$ cat src/rtl/change_pkg.sv
// change_pkg: instruction codes shared with the transition counter
// unit, plus the 2-bit FSM state encoding of change_detect_ctrl.
package change_pkg;

  localparam logic [2:0] INSTR_NOP  = 3'b000;
  localparam logic [2:0] INSTR_LOAD = 3'b100;
  localparam logic [2:0] INSTR_CHNG = 3'b001;

  localparam logic [1:0] ST_IDLE = 2'd0;
  localparam logic [1:0] ST_LOAD = 2'd1;
  localparam logic [1:0] ST_SCAN = 2'd2;
  localparam logic [1:0] ST_DONE = 2'd3;

  typedef enum logic [1:0] {
    S_IDLE = ST_IDLE,
    S_LOAD = ST_LOAD,
    S_SCAN = ST_SCAN,
    S_DONE = ST_DONE
  } state_e;

endpackage

$ cat src/rtl/scan_shifter.sv
// scan_shifter: holds the latched word minus its LSB and the previous
// bit; rise_o flags a 0->1 step between prev and the next word bit.
// Ports: clk_i, rst_ni (sync, active-low), load_i/data_i latch a word,
// shift_i advances one pair, rise_o pair flag, last_o previous bit.
module scan_shifter #(
  parameter int DATA_W = 8
) (
  input  logic              clk_i,
  input  logic              rst_ni,
  input  logic              load_i,
  input  logic              shift_i,
  input  logic [DATA_W-1:0] data_i,
  output logic              rise_o,
  output logic              last_o
);

  logic [DATA_W-2:0] word_q;
  logic              prev_q;

  // Load pre-consumes bit 0, so rise_o presents pair 1 right away.
  always_ff @(posedge clk_i) begin
    if (!rst_ni) begin
      word_q <= '0;
      prev_q <= 1'b0;
    end else if (load_i) begin
      prev_q <= data_i[0];
      word_q <= data_i[DATA_W-1:1];
    end else if (shift_i) begin
      prev_q <= word_q[0];
      word_q <= word_q >> 1;
    end
  end

  assign rise_o = ~prev_q & word_q[0];
  // After the final pair has been issued prev_q is the word MSB.
  assign last_o = prev_q;

endmodule

$ cat src/rtl/change_detect_ctrl.sv
// change_detect_ctrl: latches a word on start, issues LOAD then one
// CHNG per 0->1 bit step (LSB first), then a one-cycle done pulse.
// Ports: clock, reset (sync, active-low), start, data_in, new_seq in;
// instruction[2:0], busy, done out (all registered).
// Optional macro CHANGE_CHAIN_EN: carries the last MSB across words.
module change_detect_ctrl
  import change_pkg::*;
#(
  parameter int DATA_W = 8,
  parameter int IDX_W  = $clog2(DATA_W)
) (
  input  logic              clock,
  input  logic              reset,
  input  logic              start,
  input  logic [DATA_W-1:0] data_in,
  input  logic              new_seq,
  output logic [2:0]        instruction,
  output logic              busy,
  output logic              done
);

  localparam logic [IDX_W-1:0] IDX_LAST = IDX_W'(DATA_W - 1);
  localparam logic [IDX_W-1:0] IDX_ONE  = IDX_W'(1);

  state_e           state_q;
  logic [IDX_W-1:0] idx_q;
  logic [2:0]       instr_q;
  logic             busy_q;
  logic             done_q;
  logic             load_d;
  logic             shift_d;
  logic             rise;
  logic             last_bit;

  always_comb begin
    load_d  = (state_q == S_IDLE) && start;
    shift_d = (state_q == S_LOAD) ||
              ((state_q == S_SCAN) && (idx_q != IDX_LAST));
  end

  scan_shifter #(
    .DATA_W (DATA_W)
  ) u_shift (
    .clk_i   (clock),
    .rst_ni  (reset),
    .load_i  (load_d),
    .shift_i (shift_d),
    .data_i  (data_in),
    .rise_o  (rise),
    .last_o  (last_bit)
  );

`ifdef CHANGE_CHAIN_EN
  logic carry_q;
  logic cvld_q;
  logic chain;

  assign chain = !new_seq && cvld_q;
`else
  logic unused_in;

  assign unused_in = new_seq ^ last_bit;
`endif

  always_ff @(posedge clock) begin
    if (!reset) begin
      state_q <= S_IDLE;
      idx_q   <= '0;
      instr_q <= INSTR_NOP;
      busy_q  <= 1'b0;
      done_q  <= 1'b0;
`ifdef CHANGE_CHAIN_EN
      carry_q <= 1'b0;
      cvld_q  <= 1'b0;
`endif
    end else begin
      unique case (state_q)
        S_IDLE: begin
          instr_q <= INSTR_NOP;
          if (start) begin
            busy_q  <= 1'b1;
            idx_q   <= '0;
            state_q <= S_LOAD;
            instr_q <= INSTR_LOAD;
`ifdef CHANGE_CHAIN_EN
            // Chained word: pair 0 is (carry, data_in[0]), no LOAD.
            if (chain) begin
              state_q <= S_SCAN;
              instr_q <= (!carry_q && data_in[0]) ?
                         INSTR_CHNG : INSTR_NOP;
            end
`endif
          end
        end
        S_LOAD: begin
          state_q <= S_SCAN;
          idx_q   <= IDX_ONE;
          instr_q <= rise ? INSTR_CHNG : INSTR_NOP;
        end
        S_SCAN: begin
          if (idx_q == IDX_LAST) begin
            state_q <= S_DONE;
            instr_q <= INSTR_NOP;
            done_q  <= 1'b1;
          end else begin
            idx_q   <= idx_q + IDX_ONE;
            instr_q <= rise ? INSTR_CHNG : INSTR_NOP;
          end
        end
        S_DONE: begin
          state_q <= S_IDLE;
          instr_q <= INSTR_NOP;
          busy_q  <= 1'b0;
          done_q  <= 1'b0;
`ifdef CHANGE_CHAIN_EN
          carry_q <= last_bit;
          cvld_q  <= 1'b1;
`endif
        end
      endcase
    end
  end

  assign instruction = instr_q;
  assign busy        = busy_q;
  assign done        = done_q;

endmodule
$ cat config.mk
export PLATFORM = sky130hd
export DESIGN_NAME = change_detect_ctrl
export DESIGN_NICKNAME = d
export VERILOG_FILES = /design/src/rtl/change_pkg.sv /design/src/rtl/scan_shifter.sv /design/src/rtl/change_detect_ctrl.sv
export SDC_FILE = /design/constraint.sdc
export NUM_CORES = 1
export LEC_CHECK = 0
export CAP_MARGIN = 20
export CORE_MARGIN = 5
export CORE_UTILIZATION = 30
export CTS_CLUSTER_DIAMETER = 30
export DETAILED_ROUTE_END_ITERATION = 6
export HOLD_SLACK_MARGIN = 0.05
export PLACE_DENSITY = 0.59
export SYNTH_ARGS = -nofsm -noshare
export SYNTH_HDL_FRONTEND = slang
export SYNTH_SLANG_ARGS = --single-unit
$ cat constraint.sdc
create_clock -name clock -period 1.7 [get_ports clock]
set_input_delay 0.17 -clock clock [delete_from_list [all_inputs] [get_ports clock]]
set_output_delay 0.17 -clock clock [all_outputs]
set_load 0.02 [all_outputs]
Word-level counts from Yosys, hierarchy flattened
Index checks and enable logic that the tools add are counted.
Widths: inputs -> output; s select.
{"block": "totals", "in_bits": 12, "regBits": 18, "out_inout_bits": 5, "word_cells": 48}
{"block": "op_classes", "add_sub_neg": 1, "eq_ne": 8, "n_mux": 18, "bitwise_logic": 2, "reduce_logical": 12}
{"operator": "$mux 7", "n": 2}
{"operator": "$pmux 3 s4", "n": 1}
{"operator": "$mux 3", "n": 3}
{"operator": "$pmux 3 s3", "n": 1}
{"operator": "$pmux 2 s4", "n": 1}
{"operator": "$mux 1", "n": 6}
{"operator": "$reduce_and 2->1", "n": 3}
{"operator": "$reduce_bool 2->1", "n": 3}
{"operator": "$eq 2x2->1 const B", "n": 2}
{"operator": "$mux 2", "n": 2}
{"operator": "$ne 2x2->1 const B", "n": 2}
{"operator": "$pmux 1 s2", "n": 2}
{"operator": "$add 3x1->3 const B", "n": 1}
{"operator": "$eq 3x3->1 const B", "n": 1}
{"operator": "$ne 3x3->1 const B", "n": 1}
{"operator": "$reduce_and 3->1", "n": 1}
{"operator": "$reduce_bool 3->1", "n": 1}
{"operator": "$eq 2x1->1 const B", "n": 1}
{"operator": "$logic_and 1x1->1", "n": 2}
{"operator": "$logic_not 2->1", "n": 1}
{"operator": "$ne 2x1->1 const B", "n": 1}
{"operator": "$and 1x1->1", "n": 1}
{"operator": "$logic_or 1x1->1", "n": 1}
{"operator": "$not 1->1", "n": 1}

Logic depth before layout (Yosys ltp)
{"block": "depth", "ltp_word": 5, "mapped_depth": 7, "mapped_depth_nobuf": 5}

By module
A second synthesis with hierarchy kept.
{"block": "hier_totals", "cells_unflattened": 86, "area_unflattened_um2": 918.4}
{"module": "change_detect_ctrl", "area_each_um2": 493.0, "cells_each": 50, "n_inst": 1}
{"module": "scan_shifter", "area_each_um2": 425.4, "cells_each": 36, "n_inst": 1}

Least setup slack after synthesis
Ideal clock, no wire load.
{"block": "synth_path", "path_kind": "flip-flop to flip-flop", "start": "register state_q[0]", "end": "register u_shift.word_q[0]", "path_buffers": 2, "setup_slack_ns": 0.271, "synth_period_minus_slack_ns": 1.429, "arrival_time_ns": 1.301, "setup_ns": 0.128, "stages_incl_launch_ff": 8, "cell_sequence": "dfxtp_1 -> inv_1 -> ha_1 -> and2_1 -> buf_6 -> buf_6 -> nor4_1 -> a211oi_1"}
{"block": "synth_via", "elab_chain_len": 4}
{"element": "from (decl)", "line": "change_detect_ctrl.sv:25", "rtl": "state_e state_q;"}
{"element": "from (signal assigned)", "line": "change_detect_ctrl.sv:67", "rtl": "state_q <= S_IDLE;"}
{"element": "from (signal assigned)", "line": "change_detect_ctrl.sv:83", "rtl": "state_q <= S_LOAD;"}
{"element": "from (signal assigned)", "line": "change_detect_ctrl.sv:96", "rtl": "state_q <= S_SCAN;"}
{"element": "$eq 2x2->1", "line": "change_detect_ctrl.sv:38", "rtl": "((state_q == S_SCAN) && (idx_q != IDX_LAST));"}
{"element": "$logic_and 1x1->1", "line": "change_detect_ctrl.sv:38"}
{"element": "$logic_or 1x1->1", "line": "change_detect_ctrl.sv:37", "rtl": "shift_d = (state_q == S_LOAD) ||"}
{"element": "$reduce_bool 2->1 (no line)"}
{"element": "to (signal assigned)", "line": "scan_shifter.sv:27", "rtl": "word_q <= data_i[DATA_W-1:1];"}
{"element": "to (signal assigned)", "line": "scan_shifter.sv:30", "rtl": "word_q <= word_q >> 1;"}
{"element": "to (decl)", "line": "scan_shifter.sv:17", "rtl": "logic [DATA_W-2:0] word_q;"}
Parallel ways exist; a longest one is shown, timed or not.
A chain may end at the register's enable or synchronous reset.

Worst setup path in the final report
{"block": "layout_path", "start": "register state_q[0]", "end": "register u_shift.prev_q (netlist: u_shift.last_o)"}
{"block": "layout_via", "elab_chain_len": 4}
{"element": "$eq 2x2->1", "line": "change_detect_ctrl.sv:38"}
{"element": "$logic_and 1x1->1", "line": "change_detect_ctrl.sv:38"}
{"element": "$logic_or 1x1->1", "line": "change_detect_ctrl.sv:37"}
{"element": "$reduce_bool 2->1 (no line)"}
{"element": "to (signal assigned)", "line": "scan_shifter.sv:26", "rtl": "prev_q <= data_i[0];"}
{"element": "to (signal assigned)", "line": "scan_shifter.sv:29", "rtl": "prev_q <= word_q[0];"}
{"element": "to (decl)", "line": "scan_shifter.sv:18", "rtl": "logic prev_q;"}
Parallel ways exist; a longest one is shown, timed or not.

==> results.json <==
{
  "clk_pin_slew_worst_paths_ns": 0.10,
  "rows": 20,
  "crit_path_max_fanout": 15,
  "yosys-top-cells-area": "dfxtp_1 (37%), ha_1 (9.6%), nor4_1 (4.8%), o21ai_0 (4.4%), a211oi_2 (4.1%)",
  "end_kind": "register",
  "drtPass1Iterations": 4,
  "powerDensity_nw_per_um2": 1560,
  "yosys_warnings": 0,
  "antenna_found_initial": 0,
  "htreeDepth": 1,
  "cts.sinks": 17,
  "holdCritStartpoint": "data_in[7]",
  "hpwl_um": 1370,
  "vias_per_cell": 5.23,
  "ant_nets": 0,
  "syn-instance-count": 99,
  "finalNonFillerCells": 145,
  "whs_endpoint": "u_shift.word_q[6]$_SDFFE_PN0P_",
  "final_common_cell": "dfxtp_1",
  "cts-root-buf": "clkbuf_4",
  "finalNetCount": 132,
  "r2r_slack_ns": 0.14,
  "dpl.cell_count": 141,
  "avgSynthCellArea_um2": 9.19,
  "post_drt_wl_per_cell_um": 13.2,
  "ir_worst_vdd_v": 0.000398,
  "insertion_delay_ns": 0.29,
  "gr-total-overflow": 0,
  "portBuffers": 14,
  "critPathRequiredTime_ns": 1.87,
  "cts_buffers": 3,
  "synth_top_flop_cell": "dfxtp_1",
  "crit_type": "register to register",
  "fp.coreArea_um2": 2980,
  "grt_setup_unrepaired": "no",
  "cts_buffer_depth": 2,
  "r2r_cells": 6,
  "holdWs_ns": 0.449,
  "status": "completed",
  "die_x_um": 65.1,
  "synth_cell_type_count": 31,
  "min_path_cells": 3,
  "yosys.area.top_type": "dfxtp_1",
  "area_growth_pct": 19.5,
  "place.gp.congestion": 0.703,
  "r2r_end": "u_shift.last_o$_SDFFE_PN0P_",
  "ys_seq_area_share_pct": 37.4,
  "top_layer": "met4",
  "synth_fp_nets": 118,
  "grt.total_usage_pct": 10.1,
  "arrival_ns": 1.73,
  "wl_met2_um": 927,
  "vias": 758,
  "tns_ns": 0,
  "maxSlewViolCount": 0,
  "start_util_pct": 30.5,
  "ys_ff_latch": 17,
  "ctsHoldBuffers": 0,
  "final-seq-area_um2": 340,
  "wl_met3_um": 78,
  "netlist.area_leader.share_pct": 37.4,
  "hold_viol": 0,
  "multi_input_area_um2": 509,
  "power_mw": 1.70,
  "diodes": 0,
  "final_cell_mix": "dfxtp_1 (17), clkdlybuf4s50_1 (14), nor2_1 (9), o21ai_0 (8), ha_1 (7)",
  "cap_violations": 0,
  "drt_iter0_markers": 53,
  "cp-start-kind": "register",
  "r2r_start": "state_q[0]$_SDFFE_PN0P_",
  "async_flop_share_pct": 0,
  "grt_pass1_wl_um": 3420,
  "io_pins": 17,
  "layout-drive-gt1-share_pct": 9.82,
  "synth_edf_count": 0,
  "cts_tree": "built",
  "dpl_cell_area_um2": 1050,
  "drc": 0,
  "min_period_over_period_pct": 91.9,
  "grt_start_max_net_pins": 16,
  "total_leakage_power_nw": 0.424,
  "min_path_type": "input port to register",
  "met1Wirelength_um": 885,
  "skew_ns": 0.00102,
  "dieArea_um2": 4230,
  "fp.dieH_um": 65.1,
  "syn_area_um2": 910,
  "nFillCells": 317,
  "fmax_mhz": 640,
  "grt_pass1_vias": 754,
  "final_area_um2": 1090,
  "fin_crit_ns": 1.56,
  "finalWirelength_um": 1910,
  "setup-violations-final": 0
}
## registers in the layout, indices dropped and copies added, names as in the netlist
| register | count |
|---|---|
| u_shift.word_q | 7 |
| state_q | 2 |
| done | 1 |
| busy | 1 |
| instruction | 2 |
| idx_q | 3 |
| u_shift.last_o | 1 |
## through the flow
step                util [%]  worst slack [ns]
finish                  36.5             0.139
global route            36.5           0.00716
CTS                     36.3            0.0932
detailed placement      35.4             0.132
global placement        35.4             0.176
floorplan                  -             0.271
## where the power goes
group	internal [mW]	switching (mW)
logic	0.389	0.511
clock network	0.0914	0.130
registers	0.513	0.0655
## cells by family after synthesis
family	Yosys count	share of synthesized area (%)
fa+ha+maj	7	9.63
other cells	1	0.412
simple gates	36	21.5
mux	3	3.30
flops	17	37.4
compound gates	25	20.4
buf+inv	10	7.43
## synth_stat cells, drive strengths merged (2+ instances only)
cell    instances
o21a            2
nand2b          2
dfxtp          17
a21boi          4
nor2            9
nand2           6
mux2i           3
a211oi          7
nand4           2
inv             2
nor4            7
buf             7
nor2b           2
o21ai           9
ha              7
and2            2
o311a           2
## worst max-delay path, cell delays in order, from the launching register on
cell	delay, ns
dfxtp_1	0.38
inv_1	0.10
ha_1	0.26
and2_1	0.15
buf_4	0.18
nor4_1	0.29
a211oi_2	0.08
## per-layer routing
layer	global-route usage, %	up-vias
met5	0	-
met3	2.25	2
met2	16.9	13
met1	12.0	360
met4	5.44	0
li1	-	383
## timing repair
| item | in CTS | in global routing |
|---|---|---|
| gates resized for setup | 0 | 2 |
| setup endpoints to repair | 0 | 3 |
| endpoints found under the hold margin | 0 | 0 |
| setup buffers | 0 | 0 |
## worst max-delay path by stage
stage	cells after the start	endpoint	startpoint	slack, ns
after floorplan	7	u_shift.word_q[0]$_SDFFE_PN0P_	state_q[0]$_SDFFE_PN0P_	0.27
final	6	u_shift.last_o$_SDFFE_PN0P_	state_q[0]$_SDFFE_PN0P_	0.14
after CTS	5	u_shift.word_q[5]$_SDFFE_PN0P_	state_q[0]$_SDFFE_PN0P_	0.09
after detailed placement	5	u_shift.word_q[4]$_SDFFE_PN0P_	state_q[0]$_SDFFE_PN0P_	0.13
after global placement	5	u_shift.word_q[4]$_SDFFE_PN0P_	state_q[0]$_SDFFE_PN0P_	0.18
after global routing	4	u_shift.word_q[5]$_SDFFE_PN0P_	state_q[1]$_SDFFE_PN0P_	0.007
## layout make-up
class,instances,area share [%]
timing repair buffer,17,15.0
clock buffer,4,2.42
tap,33,3.80
inverter,2,0.690
multi-input combinational,72,46.8
sequential,17,31.3
No activity file was read; power rests on OpenSTA's default activity.
